==> config.mk <==
export PLATFORM = sky130hd
export DESIGN_NAME = sa_mem_seq_ctrl
export DESIGN_NICKNAME = d
export VERILOG_FILES = /design/src/rtl/sa_ctrl_pkg.sv /design/src/rtl/sa_phase_cnt.sv /design/src/rtl/sa_mem_seq_ctrl.sv
export SDC_FILE = /design/constraint.sdc
export NUM_CORES = 1
export LEC_CHECK = 0
export ABC_AREA = 1
export CORE_MARGIN = 5
export CORE_UTILIZATION = 45
export CTS_CLUSTER_SIZE = 20
export DETAILED_ROUTE_END_ITERATION = 6
export DONT_BUFFER_PORTS = 1
export PLACE_DENSITY = 0.58
export RECOVER_POWER = 25
export SYNTH_ARGS = -nofsm -noshare
export SYNTH_HDL_FRONTEND = slang
export SYNTH_SLANG_ARGS = --single-unit
==> constraint.sdc <==
create_clock -name clk -period 1.6 [get_ports clk]
set_input_delay 0.16 -clock clk [delete_from_list [all_inputs] [get_ports clk]]
set_output_delay 0.16 -clock clk [all_outputs]
set_load 0.01 [all_outputs]
==> src/rtl/sa_ctrl_pkg.sv <==
// Shared types and phase-length helpers for the systolic-array pass sequencer.
package sa_ctrl_pkg;

  typedef enum logic [2:0] {
    IDLE,
    CLEAR,
    LOAD,
    FEED,
    DRAIN,
    READ,
    DONE
  } sa_state_t;

  // Skewed operands need 2*DIM-1 cycles to sweep the whole array.
  function automatic int feed_len(input int dim);
    return 2 * dim - 1;
  endfunction

  function automatic int drain_len(input int dim);
    return dim - 1;
  endfunction

endpackage

==> src/rtl/sa_phase_cnt.sv <==
// Loadable up-counter with a terminal-count flag; load has priority over increment.
module sa_phase_cnt #(
  parameter int W = 4
) (
  input  logic         clk,
  input  logic         rst,
  input  logic         load,
  input  logic         inc,
  input  logic [W-1:0] tc_val,
  output logic         tc
);

  logic [W-1:0] cnt_q, cnt_d;

  always_comb begin
    cnt_d = cnt_q;
    if (load) begin
      cnt_d = '0;
    end else if (inc) begin
      cnt_d = cnt_q + W'(1);
    end
  end

  always_ff @(posedge clk or posedge rst) begin
    if (rst) begin
      cnt_q <= '0;
    end else begin
      cnt_q <= cnt_d;
    end
  end

  assign tc = (cnt_q == tc_val);

endmodule

==> src/rtl/sa_mem_seq_ctrl.sv <==
// Sequences one systolic matmul pass: clear, load DIM rows, feed, drain, read DIM rows of C.
// Outputs are decoded from registered state; only the LOAD write strobes follow load_valid directly.
module sa_mem_seq_ctrl
  import sa_ctrl_pkg::*;
#(
  parameter int BITS_AB = 8,
  parameter int BITS_C  = 16,
  parameter int DIM     = 8
) (
  input  logic                   clk,
  input  logic                   rst,
  input  logic                   start,
  output logic                   busy,
  output logic                   done,
  input  logic                   load_valid,
  output logic                   load_ready,
  output logic                   memA_en,
  output logic                   memA_WrEn,
  output logic [$clog2(DIM)-1:0] memA_Arow,
  output logic                   memB_en,
  output logic                   sa_en,
  output logic                   sa_clear,
  output logic [$clog2(DIM)-1:0] sa_Crow,
  output logic                   c_valid,
  input  logic                   c_ready
);

  localparam int RW = $clog2(DIM);
  localparam int CW = $clog2(2 * DIM);
  localparam logic [RW-1:0] LAST_ROW = RW'(DIM - 1);
  localparam logic [CW-1:0] FEED_TC  = CW'(feed_len(DIM) - 1);
  localparam logic [CW-1:0] DRAIN_TC = CW'(drain_len(DIM) - 1);

  generate
    if (DIM < 2 || BITS_AB < 1 || BITS_C < 1) begin : g_param_check
      $error("sa_mem_seq_ctrl: DIM must be >= 2 and operand widths >= 1");
    end
  endgenerate

  sa_state_t     state_q, state_d;
  logic [RW-1:0] row_q, row_d;
  logic          cyc_load, cyc_inc, cyc_tc;
  logic [CW-1:0] cyc_tc_val;

  always_comb begin
    state_d = state_q;
    unique case (state_q)
      IDLE:    if (start) state_d = CLEAR;
      CLEAR:   state_d = LOAD;
      LOAD:    if (load_valid && row_q == LAST_ROW) state_d = FEED;
      FEED:    if (cyc_tc) state_d = DRAIN;
      DRAIN:   if (cyc_tc) state_d = READ;
      READ:    if (c_ready && row_q == LAST_ROW) state_d = DONE;
      DONE:    state_d = IDLE;
      default: state_d = IDLE;
    endcase
  end

  // Both counters restart from zero whenever a new state is entered.
  always_comb begin
    row_d = row_q;
    if (state_d != state_q) begin
      row_d = '0;
    end else if ((state_q == LOAD && load_valid) || (state_q == READ && c_ready)) begin
      row_d = row_q + RW'(1);
    end
  end

  assign cyc_load   = (state_d != state_q);
  assign cyc_inc    = (state_q == FEED) || (state_q == DRAIN);
  assign cyc_tc_val = (state_q == DRAIN) ? DRAIN_TC : FEED_TC;

  sa_phase_cnt #(
    .W(CW)
  ) u_cyc_cnt (
    .clk   (clk),
    .rst   (rst),
    .load  (cyc_load),
    .inc   (cyc_inc),
    .tc_val(cyc_tc_val),
    .tc    (cyc_tc)
  );

  always_ff @(posedge clk or posedge rst) begin
    if (rst) begin
      state_q <= IDLE;
      row_q   <= '0;
    end else begin
      state_q <= state_d;
      row_q   <= row_d;
    end
  end

  always_comb begin
    busy       = (state_q != IDLE);
    done       = 1'b0;
    load_ready = 1'b0;
    memA_en    = 1'b0;
    memA_WrEn  = 1'b0;
    memA_Arow  = '0;
    memB_en    = 1'b0;
    sa_en      = 1'b0;
    sa_clear   = 1'b0;
    sa_Crow    = '0;
    c_valid    = 1'b0;
    unique case (state_q)
      CLEAR: sa_clear = 1'b1;
      LOAD: begin
        load_ready = 1'b1;
        memA_Arow  = row_q;
        memA_WrEn  = load_valid;
        memB_en    = load_valid;
      end
      FEED, DRAIN: begin
        memA_en = 1'b1;
        memB_en = 1'b1;
        sa_en   = 1'b1;
      end
      READ: begin
        c_valid = 1'b1;
        sa_Crow = row_q;
      end
      DONE:    done = 1'b1;
      default: ;
    endcase
  end

endmodule
# Word-level counts from Yosys, hierarchy flattened
# Cells that the tools add are included.
# word_totals
elab_cells	45
register_bits	10
in_bits	5
output_inout_bits	15
# classes
reduce_logical	11
n_mux	20
add_sub_neg	2
eq_ne	9
# op_table
op	count
3-bit 2-to-1 mux	9
3-bit case mux with 6 select lines	1
3-bit == test (second input constant)	4
4-bit 2-to-1 mux	3
3-bit by 2-bit == test with 1-bit output (second input constant)	2
1-bit 2-to-1 mux	6
4-bit by 1-bit adder with 4-bit output (second input constant)	1
4-bit == test	1
1-bit logical AND	4
2-bit nonzero test	2
3-bit by 1-bit adder with 3-bit output (second input constant)	1
3-bit by 1-bit == test with 1-bit output (second input constant)	1
3-bit zero test	1
3-bit != test	1
3-bit nonzero test	1
1-bit logical OR	2
1-bit case mux with 2 select lines	1
2-bit OR reduction	1

# Depth between registers and ports, before layout
# Gate-level depths: netlist of run 1.
# depth
depth_word	7
ltp_mapped	11
mapped_depth_nobuf	11

# Cells and area by module
# A second synthesis of run 1 with hierarchy kept.
# unflattened
hier_cells	107
area_unflattened_um2	735.7
# by_module_without_submodules
mod	cells_per_inst	instances	area_per_inst_um2	seq_area_each_um2
sa_mem_seq_ctrl	72	1	483.0	150.1
sa_phase_cnt	35	1	252.7	100.1

# Worst setup path before layout of run 1
# Ideal clock, no wire load.
# synth_path
path_type	register to register
start	reg row_q[0]
end	reg row_q[0]
t_arrival_ns	1.344
setup_ns	0.070
period_less_slack_ns	1.414
stages_incl_launch_ff	10
slack_ns	0.186
n_path_buf	0
required_time_ns	1.530
path_cell_list	dfrtp_1 > ha_1 > ha_1 > a21oi_1 > nor2_2 > nor2_2 > nand3_2 > nand2_2 > nand2_4 > nor2_2
# synth_via
elab_chain_len	6
elab_cells_between_ends	11
classes_between	add/sub (1); eq/ne (2); mux (5); reduce/logical (3)
# synth_rtl
element	line	text
start: declaration	sa_mem_seq_ctrl.sv:41	logic [RW-1:0] row_q, row_d;
start signal: assignment	sa_mem_seq_ctrl.sv:90	row_q <= row_d;
3-bit == test (*)	sa_mem_seq_ctrl.sv:50, sa_mem_seq_ctrl.sv:53	
1-bit logical AND, on equally long branches	sa_mem_seq_ctrl.sv:53, sa_mem_seq_ctrl.sv:50	
3-bit 2-to-1 mux, on equally long branches	sa_mem_seq_ctrl.sv:53, sa_mem_seq_ctrl.sv:50	
3-bit case mux with 6 select lines (*)	sa_mem_seq_ctrl.sv:47	unique case (state_q)
via state_d[0]	sa_mem_seq_ctrl.sv:40	sa_state_t state_q, state_d;
3-bit != test (*)	sa_mem_seq_ctrl.sv:62	if (state_d != state_q) begin
3-bit 2-to-1 mux or 2-bit nonzero test (tied branches)	-	
# The timed path passes the listed nets; every way through them passes the cells marked *. The select of a mux whose other input is x is not followed.
# A chain may end at the register's enable or synchronous reset.

# Worst setup path after layout of run 1
# layout_path
start	reg row_q[0]
end	reg u_cyc_cnt.cnt_q[3]
# layout_via
elab_chain_len	6
elab_cells_between_ends	9
classes_between	eq/ne (2); mux (4); reduce/logical (3)
# layout_rtl
element	line	text
3-bit == test (*)	sa_mem_seq_ctrl.sv:50, sa_mem_seq_ctrl.sv:53	
1-bit logical AND, on equally long branches	sa_mem_seq_ctrl.sv:53, sa_mem_seq_ctrl.sv:50	
3-bit 2-to-1 mux, on equally long branches	sa_mem_seq_ctrl.sv:53, sa_mem_seq_ctrl.sv:50	
3-bit case mux with 6 select lines (*)	sa_mem_seq_ctrl.sv:47	
via state_d[0]	sa_mem_seq_ctrl.sv:40	
3-bit != test (*)	sa_mem_seq_ctrl.sv:69	assign cyc_load = (state_d != state_q);
4-bit 2-to-1 mux or 2-bit nonzero test (tied branches)	-	
end signal: assignment	sa_phase_cnt.sv:28	cnt_q <= cnt_d;
end: declaration	sa_phase_cnt.sv:13	logic [W-1:0] cnt_q, cnt_d;
# The timed path passes the listed nets; every way through them passes the cells marked *.

==> results of run 1 <==
layout by cell type, fill, tap and decap left out:
cell type       n
nand2_1        11
dfrtp_1         8
nand2_2         3
nor2_4          1
nor3_1          2
a31oi_2         1
nand4_1         2
ha_1            3
nand3_1         2
a21oi_2         1
inv_2           4
a31oi_1         1
dfrtp_2         2
dlygate4sd3_1   1
inv_1          13
buf_4           5
inv_4           2
nand2_4         7
o21ai_1         1
nor2_1          9
o21ai_2         2
xor2_1          4
clkbuf_8        1
clkbuf_4        3
clkinv_4        1
nand3_2         2
nor2_2         10
o21ai_0         2
a211oi_1        1
ha_2            1
cell families (layout without fill, tap and decap cells):
logic type               after synthesis  in the layout  synth area share, %
AO/OA/AOI/OAI                          9              9                 7.18
flip-flops                            10             10                 31.2
buffers and inverters                 23             30                 14.0
XOR/XNOR                               4              4                 4.37
AND/OR/NAND/NOR                       49             49                 37.0
adder cells (fa/ha/maj)                4              4                 6.24
per-stage QoR:
step                      std cells  area [µm²]  TNS [ns]  setup slack, ns
after floorplan                  99         802         0            0.186
after global placement          123         818         0            0.112
after detailed placement        123         818         0           0.0779
after CTS                       128         865         0          0.00783
after global routing            131         907   -0.0734          -0.0213
final                           131         907         0           0.0974
how the worst min path moves through the flow:
stage                     from                 end  slack (ns)  depth (start not counted)
floorplan                  rst            row_q[0]      0.0002                          1
finish              load_valid          state_q[0]        0.15                          4
global placement           rst  u_cyc_cnt.cnt_q[1]        0.06                          1
detailed placement         rst  u_cyc_cnt.cnt_q[1]        0.06                          1
global route           c_ready            row_q[2]        0.18                          5
CTS                 load_valid          state_q[0]        0.16                          4
final cells by class:
cell class              count  area share (%)
multi-input cells          66            50.1
clock buffers               4            4.00
repair buffers              6            5.24
well taps                  25            3.45
flip-flops and latches     10            27.9
inverters                  20            9.38
state kept, by name, summed over array words and instances, names as in the netlist:
name	count
u_cyc_cnt.cnt_q	4
row_q	3
state_q	3
layer usage:
layer,GRT usage (%),vias up,share of wire [%]
met4,3.83,0,0
met1,15.1,291,43
met3,3.99,0,4.5
met2,21.1,9,53
li1,-,317,-
met5,0,-,0
timing repair:
item | in CTS | in global routing
buffers inserted | 0 | 3
hold endpoints to repair | 10 | 0
hold buffers | 1 | 0
endpoints found under the setup margin | 0 | 8
resized for setup | 0 | 7
power by group:
part           internal [W]  switching, W
logic              0.000291      0.000529
clock network      0.000138      0.000102
registers          0.000320     0.0000918
total              0.000749      0.000723
critical path, cell delays in order (launching register included):
cell and delay [ns]:
dfrtp_1 0.39, ha_1 0.20, ha_2 0.19, a21oi_2 0.14, nor2_2 0.05, nor2_2 0.11, nand3_2 0.08, nand2_2 0.08
nand2_4 0.10, nor2_2 0.10
Yosys cell counts (all sizes together):
library cell,number,area share [%]
xor2,4,4.4
clkinv,1,1.1
a21oi,1,0.62
a211oi,1,0.94
o21ai,5,4.1
nand4,2,1.6
dfrtp,10,31
nor2,20,13
a31oi,2,1.6
ha,4,6.2
nor3,2,1.2
inv,19,9.2
nand3,4,3.7
nand2,21,17
buf,3,3.7
==> results.cfg, run 1 <==
[global_route]
grt_pass1_wl_mm = 2.55
antenna_found_initial = 0
overflow = 0
grt_pass1_vias = 603
grt_max_degree = 11
grt_usage_pct = 12.5

[clock_tree]
cts-buffers-inserted = 3
htreeDepth = 1
clk_latency_ns = 0.27
clk_pin_slew_ns = 0.08
cts_tree = yes
cts_root_buffer = clkbuf_4
clock_sinks = 10
cts_max_path_buffers = 2

[timing]
slew_headroom_pct = 73.2
whs_ns = 0.150
fin_skew_ns = 0.00333
setup_viol = 0
post-route-min-period_ns = 1.50
final_max_slew_viol_count = 0
max_freq_mhz = 666
period_share_pct = 93.9
finalHoldViolations = 0
tightest_slew_ns = 0.401

[floorplanning]
die_y_um = 52.2
die_x_um = 52.2
io_pins = 20
start_util_pct = 47.0
rows = 15
core-area_um2 = 1710
die_area_um2 = 2730

[critical_path]
critPathMaxFanout = 7
ff2ff_path_depth = 9
crit_path_start = row_q[0]
startpoint_type = flop
path_class = reg -> reg
required_ns = 1.81
critical_path.endpoint = u_cyc_cnt.cnt_q[3]
arrival_ns = 1.71
r2r_start = row_q[0]
r2r_end = u_cyc_cnt.cnt_q[3]
rrSetupSlack_ns = 0.1
end_kind = flop

[power]
p_per_area_nw_per_um2 = 1620
ir_worst_vdd_mv = 0.664
p_leak_nw = 0.456
finalPower_w = 0.00147

[cells_and_area]
fin_nets = 116
post-route-util_pct = 53.1
n_antenna_cell = 0
seq_area_um2 = 253
drive_above_1_share_pct = 43.4
multiInputGateArea_um2 = 454
fillers = 172
syn2layout_area_growth_pct = 13.1

[place]
dp_hpwl_mm = 1.18
gp_congestion = 0.757
port_buffers = 0

[detailed_routing]
drtIter0Drc = 13
postRouteAntennaNets = 0
dr.pass1.iters = 4
drt-vias-per-instance = 4.71
drc = 0
wl_mm = 1.51
wl_per_cell_um = 11.5
vias = 617

[synthesis]
ys_types = 25
synthCells = 99
yosysSeqAreaShare_pct = 31.2
ys_ff_latch = 10
synth_fp_nets = 108
yosys_warnings = 0
syn_area_per_cell_um2 = 8.10
netlist_area_um2 = 802

[run_status]
status = finished, final reports clean

[hold_path]
hold_class = in -> reg

[run]
cap_violations = 0
Note: power is estimated with default switching activity, not from simulation.
==> run 2, diff against run 1 <==
--- a/config.mk
+++ b/config.mk
@@ -15,4 +15,5 @@
 export RECOVER_POWER = 25
 export SYNTH_ARGS = -nofsm -noshare
 export SYNTH_HDL_FRONTEND = slang
+export SYNTH_HIERARCHICAL = 1
 export SYNTH_SLANG_ARGS = --single-unit
==> run 2 against run 1 <==
  * The run now ends with negative setup slack left
  * Setup slack worse by 0.33 ns
  * Fmax decreased by 18%
  * Worst hold slack lost 0.062 ns
  * Core utilization grew 15 points
  * Count of clock-buffer cells in the layout is the same
  * Clock power shrank 28%
  * Largest power group unchanged
==> results.cfg, run 2 <==
[run_status]
status = complete, but fails checks
violations = negative setup slack

[synthesis]
synthMostInstantiatedCell = nand2_1
yosysSeqAreaShare_pct = 34.0
netlist_area_um2 = 736
synthDominantCellAreaShare_pct = 34.0
syn_area_per_cell_um2 = 6.88
ys_types = 23
synth-main-ff-cell = dfrtp_1
yosys.area.top_type = dfrtp_1
synth-edff-count = 0
async_flop_share_pct = 100
synthCells = 107
yosys_warnings = 6
synth_area_leaders = dfrtp_1 34%, nand2_1 10%, inv_1 8.7%
ys_ff_latch = 10
synth_commonest_cells = 20 x nand2_1, 17 x inv_1, 17 x nor2_1

[detailed_routing]
wl_per_cell_um = 11.3
vias = 719
drt-vias-per-instance = 4.76
drc = 0
wl_mm = 1.70
dr.pass1.iters = 7
drtIter0Drc = 12
postRouteAntennaNets = 0

[floorplanning]
start_util_pct = 48.3
die_y_um = 50.4
core-area_um2 = 1520
die_area_um2 = 2540
rows = 14
io_pins = 20
die_x_um = 50.4

[global_route]
grt_pass1_vias = 695
grt_pass1_wl_mm = 2.74
grt_max_degree = 8
grt_usage_pct = 13.8
overflow = 0
antenna_found_initial = 0

[hold_path]
worstHoldStart = c_ready
hold_class = in -> reg

[place]
gp_congestion = 0.755
place_area_um2 = 883
dp_hpwl_mm = 1.31
port_buffers = 0

[cells_and_area]
n_antenna_cell = 0
top_register = u_cyc_cnt/cnt_q
largest_registers = u_cyc_cnt/cnt_q (4), row_q (3), state_q (3)
fin_area_um2 = 1040
layout_common_cells = 21 x buf_4, 16 x inv_1, 15 x nand2_1
syn2layout_area_growth_pct = 41.8
fin_nets = 144
mostFrequentLayoutCell = buf_4
largest_register_ffs = 4
fillers = 141
drive_above_1_share_pct = 45.2

[critical_path]
r2r_start = state_q[1]
crit_path_start = state_q[1]
path_class = reg -> reg
cpPeakStageDelay_ns = 0.43
path_cells = nor2_4, nand2_2, xnor2_2, nand2_2, nor2_4, nor2_2, nor2_1, nand3_2, nand2_2, nand2_2, or2_1, o21ai_1
startpoint_type = flop
critPathMaxFanout = 3
end_kind = flop
worst-path-buf-inv = 0
cp_slowest_cell = dfrtp_2
crit_family = simple AND/OR/NAND/NOR gates
crit_top_cell = nand2_2
required_ns = 1.77
arrival_ns = 2.01

[timing]
post-route-min-period_ns = 1.83
max_freq_mhz = 546
rsz0062_at_grt = yes
setup_viol = 7
fin_skew_ns = 0.00525
setup_slack_ns = -0.232
final_max_slew_viol_count = 0
finalHoldViolations = 0
period_share_pct = 115

[clock_tree]
clk_latency_ns = 0.25
clk_pin_slew_ns = 0.06
htreeDepth = 1
cts_tree = yes
cts_max_path_buffers = 2
cts_root_buffer = clkbuf_4
cts-buffers-inserted = 3
clock_sinks = 10

[power]
p_leak_nw = 0.523
finalPower_w = 0.00165
p_per_area_nw_per_um2 = 1580
ir_worst_vdd_mv = 1.12

[run]
cap_violations = 0
## run 2: final timing paths
| check | endpoint | slack [ns] | depth (start not counted) |
|---|---|---|---|
| worst max-delay path | u_cyc_cnt/cnt_q[1] | -0.23 | 12 |
| worst min-delay path | state_q[1] | 0.09 | 2 |
| worst max register to register | u_cyc_cnt/cnt_q[1] | -0.23 | 12 |
| worst min register to register | u_cyc_cnt/cnt_q[3] | 0.62 | 3 |
| max in group asynchronous | state_q[1] | 1.12 | 2 |
| min in group asynchronous | u_cyc_cnt/cnt_q[3] | 0.25 | 2 |
## run 2: power by group
part,internal (W),leakage [nW],switching (W),total [W]
Sequential,0.000326,0.131,0.0000536,0.000379
Combinational,0.000492,0.377,0.000608,0.00110
Clock,0.0000959,0.0150,0.0000774,0.000173
Total,0.000914,0.523,0.000739,0.00165
## run 2: kinds of logic (layout without fill, tap and decap cells)
logic type,count (synthesis),in the layout,synth area share (%)
and+or+nand+nor,57,57,36.6
xor gates and xnor gates,4,4,4.76
DFF,10,10,34.0
buffers and inverters,22,48,11.7
other,2,4,1.02
adders and majority gates,3,3,5.10
AOI/OAI and AO/OA,9,9,6.80
## run 2: layout make-up
| cell class | count | area, µm² | share of cell area [%] |
|---|---|---|---|
| Sequential cell | 10 | 253 | 24.2 |
| Inverter | 21 | 81.3 | 7.79 |
| Multi-Input combinational cell | 77 | 484 | 46.4 |
| Tap cell | 16 | 20.0 | 1.92 |
| Timing Repair Buffer | 23 | 179 | 17.1 |
| Clock buffer | 4 | 26.3 | 2.52 |
## run 2: metrics by stage
stage / worst slack (ns) / std cells / hold WS [ns] / setup TNS, ns / util [%]
after detailed placement: -0.202 / 140 / -0.0539 / -0.777 / 58.0
after floorplan: -0.158 / 109 / -0.0739 / -0.434 / -
after global routing: -0.378 / 151 / 0.0956 / -2.52 / 68.5
after global placement: -0.191 / 140 / -0.0540 / -0.722 / 58.0
final: -0.232 / 151 / 0.0887 / -1.26 / 68.5
after CTS: -0.177 / 150 / 0.0973 / -0.939 / 63.4
## run 2: what timing repair did
item | CTS | global route
resized for setup | 3 | 22
setup endpoints to repair | 7 | 18
hold buffers | 1 | 0
buffers inserted | 5 | 2
pin swaps | 8 | 3
hold endpoints to repair | 10 | 0
## run 2: per-layer routing
layer  track usage [%]  vias up  part of all wire [%]
met5                 0        -                     0
met4              5.11        0                  0.71
met3              2.37        2                   3.6
met2              23.0        7                    48
met1              17.7      331                    48
li1                  -      379                     -
